<file path="config.mk">
export PLATFORM = sky130hd
export DESIGN_NAME = d_mem_ctrl
export DESIGN_NICKNAME = d
export VERILOG_FILES = /design/src/rtl/d_mem_ctrl.sv
export SDC_FILE = /design/constraint.sdc
export NUM_CORES = 1
export LEC_CHECK = 0
export ABC_AREA = 1
export BUFFER_PORTS_ARGS = -buffer_cell sky130_fd_sc_hd__buf_2
export CELL_PAD_IN_SITES_DETAIL_PLACEMENT = 1
export CELL_PAD_IN_SITES_GLOBAL_PLACEMENT = 2
export CORE_UTILIZATION = 30
export CTS_BUF_LIST = sky130_fd_sc_hd__clkbuf_8 sky130_fd_sc_hd__clkbuf_16
export DETAILED_ROUTE_END_ITERATION = 7
export PLACE_DENSITY = 0.95
export SKIP_CTS_REPAIR_TIMING = 1
export SLEW_MARGIN = 5
export SYNTH_ARGS = -nofsm -noshare
export SYNTH_HDL_FRONTEND = slang
export SYNTH_SLANG_ARGS = --single-unit
</file>
<file path="constraint.sdc">
create_clock -name clk -period 2.95 [get_ports clk]
set_input_delay 0.1475 -clock clk [delete_from_list [all_inputs] [get_ports clk]]
set_output_delay 0.1475 -clock clk [all_outputs]
set_load 0.1 [all_outputs]
</file>
<file path="src/rtl/d_mem_ctrl.sv">
// d_mem_ctrl: MEM-stage data-memory responder.
// Loads that miss the one-entry load buffer go to a fixed-latency external
// memory, and d_ready stalls MEM until the data returns. Loads that hit the
// buffer and all stores complete in the cycle they are presented.
module d_mem_ctrl #(
    parameter int WORD_SIZE   = 16,
    parameter int MEM_LATENCY = 2,
    parameter int CNT_WIDTH   = 4
) (
    input  logic                 clk,
    input  logic                 reset_n,
    input  logic                 d_mem_read,
    input  logic                 d_mem_write,
    input  logic [WORD_SIZE-1:0] d_addr,
    input  logic [WORD_SIZE-1:0] d_wdata,
    output logic                 d_ready,
    output logic [WORD_SIZE-1:0] d_rdata,
    output logic                 mem_read,
    output logic                 mem_write,
    output logic [WORD_SIZE-1:0] mem_addr,
    output logic [WORD_SIZE-1:0] mem_wdata,
    input  logic [WORD_SIZE-1:0] mem_rdata,
    output logic [15:0]          hit_count
);

    typedef enum logic [0:0] {
        ST_IDLE = 1'b0,
        ST_WAIT = 1'b1
    } state_t;

    localparam logic [CNT_WIDTH-1:0] CNT_LOAD = CNT_WIDTH'(MEM_LATENCY - 1);

    state_t                r_state;
    state_t                w_next_state;
    logic [CNT_WIDTH-1:0]  r_cnt;
    logic [WORD_SIZE-1:0]  r_req_addr;
    logic                  r_buf_valid;
    logic [WORD_SIZE-1:0]  r_buf_addr;
    logic [WORD_SIZE-1:0]  r_buf_data;
    logic [15:0]           r_hit_count;

    logic                  w_match;
    logic                  w_store;
    logic                  w_hit;
    logic                  w_miss;
    logic                  w_fill;
    logic                  w_d_ready;
    logic [WORD_SIZE-1:0]  w_d_rdata;
    logic                  w_mem_read;
    logic                  w_mem_write;
    logic [WORD_SIZE-1:0]  w_mem_addr;
    logic [WORD_SIZE-1:0]  w_mem_wdata;

    // Next-state decode and combinational request handshake.
    always_comb begin
        w_next_state = r_state;
        w_match      = r_buf_valid && (r_buf_addr == d_addr);
        w_store      = 1'b0;
        w_hit        = 1'b0;
        w_miss       = 1'b0;
        w_fill       = 1'b0;
        w_d_ready    = 1'b0;
        w_d_rdata    = {WORD_SIZE{1'b0}};
        w_mem_read   = 1'b0;
        w_mem_write  = 1'b0;
        w_mem_addr   = {WORD_SIZE{1'b0}};
        w_mem_wdata  = {WORD_SIZE{1'b0}};
        case (r_state)
            ST_IDLE: begin
                if (d_mem_write) begin
                    // A store wins over a simultaneous (illegal) load.
                    w_store     = 1'b1;
                    w_mem_write = 1'b1;
                    w_mem_addr  = d_addr;
                    w_mem_wdata = d_wdata;
                    w_d_ready   = 1'b1;
                end else if (d_mem_read && w_match) begin
                    w_hit     = 1'b1;
                    w_d_ready = 1'b1;
                    w_d_rdata = r_buf_data;
                end else if (d_mem_read) begin
                    w_miss       = 1'b1;
                    w_next_state = ST_WAIT;
                end else begin
                    w_next_state = ST_IDLE;
                end
            end
            ST_WAIT: begin
                w_mem_read = 1'b1;
                w_mem_addr = r_req_addr;
                if (r_cnt == {CNT_WIDTH{1'b0}}) begin
                    w_fill       = 1'b1;
                    w_d_ready    = 1'b1;
                    w_d_rdata    = mem_rdata;
                    w_next_state = ST_IDLE;
                end else begin
                    w_next_state = ST_WAIT;
                end
            end
            default: begin
                w_next_state = ST_IDLE;
            end
        endcase
    end

    // Outputs are held at zero while reset is asserted.
    always_comb begin
        if (!reset_n) begin
            d_ready   = 1'b0;
            d_rdata   = {WORD_SIZE{1'b0}};
            mem_read  = 1'b0;
            mem_write = 1'b0;
            mem_addr  = {WORD_SIZE{1'b0}};
            mem_wdata = {WORD_SIZE{1'b0}};
        end else begin
            d_ready   = w_d_ready;
            d_rdata   = w_d_rdata;
            mem_read  = w_mem_read;
            mem_write = w_mem_write;
            mem_addr  = w_mem_addr;
            mem_wdata = w_mem_wdata;
        end
    end

    assign hit_count = r_hit_count;

    // State register, latency counter and captured request address.
    always_ff @(posedge clk or negedge reset_n) begin
        if (!reset_n) begin
            r_state    <= ST_IDLE;
            r_cnt      <= {CNT_WIDTH{1'b0}};
            r_req_addr <= {WORD_SIZE{1'b0}};
        end else begin
            r_state <= w_next_state;
            if (w_miss) begin
                r_cnt      <= CNT_LOAD;
                r_req_addr <= d_addr;
            end else if ((r_state == ST_WAIT) && (r_cnt != {CNT_WIDTH{1'b0}})) begin
                r_cnt <= r_cnt - {{(CNT_WIDTH-1){1'b0}}, 1'b1};
            end else begin
                r_cnt <= r_cnt;
            end
        end
    end

    // Load buffer: filled on miss completion, kept coherent on matching stores.
    always_ff @(posedge clk or negedge reset_n) begin
        if (!reset_n) begin
            r_buf_valid <= 1'b0;
            r_buf_addr  <= {WORD_SIZE{1'b0}};
            r_buf_data  <= {WORD_SIZE{1'b0}};
        end else if (w_fill) begin
            r_buf_valid <= 1'b1;
            r_buf_addr  <= r_req_addr;
            r_buf_data  <= mem_rdata;
        end else if (w_store && w_match) begin
            r_buf_data <= d_wdata;
        end else begin
            r_buf_data <= r_buf_data;
        end
    end

    // Saturating count of load-buffer hits.
    always_ff @(posedge clk or negedge reset_n) begin
        if (!reset_n) begin
            r_hit_count <= 16'h0000;
        end else if (w_hit && (r_hit_count != 16'hFFFF)) begin
            r_hit_count <= r_hit_count + 16'h0001;
        end else begin
            r_hit_count <= r_hit_count;
        end
    end

endmodule

</file>
==> metrics.md <==
| Metric | Value |
|---|---|
| Status | `completed` |
| # nets final | `726` |
| R2r setup slk | `0.44 ns` |
| Die width | `118 um` |
| Async set-reset flop share out of synthesis | `100%` |
| Syn_area_per_cell | `7.17 um2` |
| Final Hold Fails | `0` |
| Synthesized area | `4030 um2` |
| Worst setup EP type | `output port` |
| DRC | `0` |
| GR Util All Layers | `18.9%` |
| Seq/Total Area, Yosys | `43.5%` |
| Gr ovfl total | `0` |
| Worst Path Class, Setup | `reg2out` |
| First-pass GRT wire length | `21000 um` |
| Ys flop type | `dfrtp_1` |
| Die height | `118 um` |
| FF-to-FF End | `r_buf_data[5]` |
| Cell variety after synth | `30` |
| Final Cell Area | `5630 um2` |
| Crit path top cell by count | `inv_1` |
| Pwr dens | `882 nW/um2` |
| Slew HR | `31.2%` |
| Min cycle time layout | `2.68 ns` |
| Synth warn | `0` |
| # rows | `41` |
| Final Max Slew Viols | `0` |
| Initial Util | `31.4%` |
| CP endpoint | `d_rdata[3]` |
| Area delta synth->final | `39.9%` |
| Crit path max-delay cell type | `buf_2` |
| Pleak | `2.80 nW` |
| Post-detail-place hpwl | `9230 um` |
| Largest net degree at the start of global routing | `72` |
| Clock Tree Buf Depth | `2` |
| Req. time, crit path | `2.80 ns` |
| Post-synth EDFFs | `0` |
| Clk slew on worst S/H paths | `0.06 ns` |
| TritonCTS clock tree | `done` |
| Worst r2r src | `r_cnt[0]` |
| Ant. Diodes | `0` |
| Die area | `13900 um2` |
| #FFs+latches synth | `70` |
| Layout Utilization | `43.9%` |
| VDD IR max | `398 uV` |
| Antenna Nets Post-Route | `0` |
| Initial antenna violation count | `0` |
| Vias in the first global route | `4329` |
| Num CTS Buffers | `9` |
| CP Max Fanout | `15` |
| # IOs | `119` |
| Fmax | `0.374 GHz` |
| Vias per inst | `4.77` |
| Crit path from | `r_cnt[0]` |
| Core ar. | `12800 um2` |
| Commonest non-fill, non-tap cell in the layout | `nand2_1` |
| Max H-tree Level | `3` |
| Reg2reg path depth | `10` |
| Routed wire length | `12600 um` |
| First DRT Iteration DRCs | `156` |
| Root buf cell | `clkbuf_16` |
| IO buf count | `118` |
| Worst slack at placement | `0.446 ns` |
| Via count | `4036` |
| WL/cell | `14.9 um` |
| Cell Chain, Critical Path | `inv_1 -> ha_1 -> inv_1 -> nor3_1 -> inv_1 -> nor2_4 -> nand2_1 -> a21oi_1 -> buf_2` |
| Worst hold path class | `in2async` |
| Period utilization | `90.7%` |
| Max_cap viols | `0` |
| Clock latency on the worst-skew pair | `0.34 ns` |
| Pwr Total | `0.00497 W` |
| Post-route setup TNS | `0 ns` |
| # setup viols final | `0` |
| Crit start category | `flip-flop` |
| GP Congestion | `0.771` |
| Clk sinks | `70` |
| Final worst setup slack | `0.274 ns` |
| Clk_skew | `0.00667 ns` |
| CP max stage delay | `0.44 ns` |
| Layout cells sized above 1 | `29.3%` |
| Post-synthesis cell count | `561` |
| Drt pass-1 iters | `4` |
| Post-DP Area | `5350 um2` |
| Syn nets | `615` |
| Worst-Margin Slew | `1.03 ns` |
| Most frequent cells in the layout | `nand2_1 (161), inv_1 (93), buf_2 (87)` |
| Arrival time at the worst endpoint | `2.53 ns` |
| RSZ-0062 raised after global routing | `false` |
[per-layer routing]
metal  track usage (%)  part of all wire [%]
met5                 0                     0
met4              7.53                   1.9
met3              3.83                   2.3
met2              34.5                    55
met1              21.4                    40
[power breakdown]
part           internal (W)  switching, W
registers           0.00131      0.000224
clock network      0.000624      0.000401
logic              0.000724       0.00169
total               0.00266       0.00231
[critical path: cells and delay by family, from the launching register on]
kind | cells | cell delay (ns)
AND/OR/NAND/NOR | 3 | 0.72
AO/OA/AOI/OAI | 1 | 0.16
adder cells (fa/ha/maj) | 1 | 0.18
flip-flops | 1 | 0.35
buffers and inverters | 4 | 0.76
[layout make-up]
cell class | count | area [um2]
Clock buffer | 12 | 267
Clock inverter | 2 | 8.76
Fill cell | 1615 | 7190
Inverter | 99 | 372
Multi-Input combinational cell | 369 | 1940
Sequential cell | 70 | 1750
Tap cell | 172 | 215
Timing Repair Buffer | 123 | 1080
[worst min path at each step]
stage	to	slack (ns)	cells after the start
finish	r_req_addr[3]	0.06	2
global route	r_req_addr[3]	0.13	3
CTS	r_req_addr[3]	0.09	3
detailed placement	r_req_addr[3]	0.46	3
global placement	r_buf_valid	0.45	1
floorplan	hit_count[0]	-0.15	0
[flip-flops by register name (all words and copies together) (netlist names)]
name	cells
r_buf_addr	16
r_buf_data	16
r_cnt	4
r_req_addr	16
r_buf_valid	1
r_state	1
hit_count	16
[stage by stage]
stage	hold WS, ns	instances
final	0.0645	847
after CTS	0.0932	846
after global routing	0.131	847
after floorplan	-0.148	561
after global placement	0.454	832
after detailed placement	0.456	832
[synthesized netlist by cell type (all sizes together) (3+ instances only)]
cell	n	area [um2]
dfrtp	70	1750
nand3	21	123
o22ai	6	37.5
xor2	3	26.3
buf	16	106
or2	3	18.8
nand2	171	667
nor3	3	20.0
o21ai	83	427
inv	99	372
clkbuf	8	30.0
a21oi	19	129
nand4	16	100
nor2	38	171
[kinds of logic (layout without fill, tap and decap cells)]
logic type               after synthesis  in the layout  share of synthesized area, %
adder cells (fa/ha/maj)                2              2                         0.622
flip-flops                            70             70                          43.5
buffers and inverters                123            236                          12.6
XOR/XNOR                               4              4                         0.871
AND/OR/NAND/NOR                      254            255                          27.6
AO/OA/AOI/OAI                        108            108                          14.7
(Power assumes the default switching activity.)
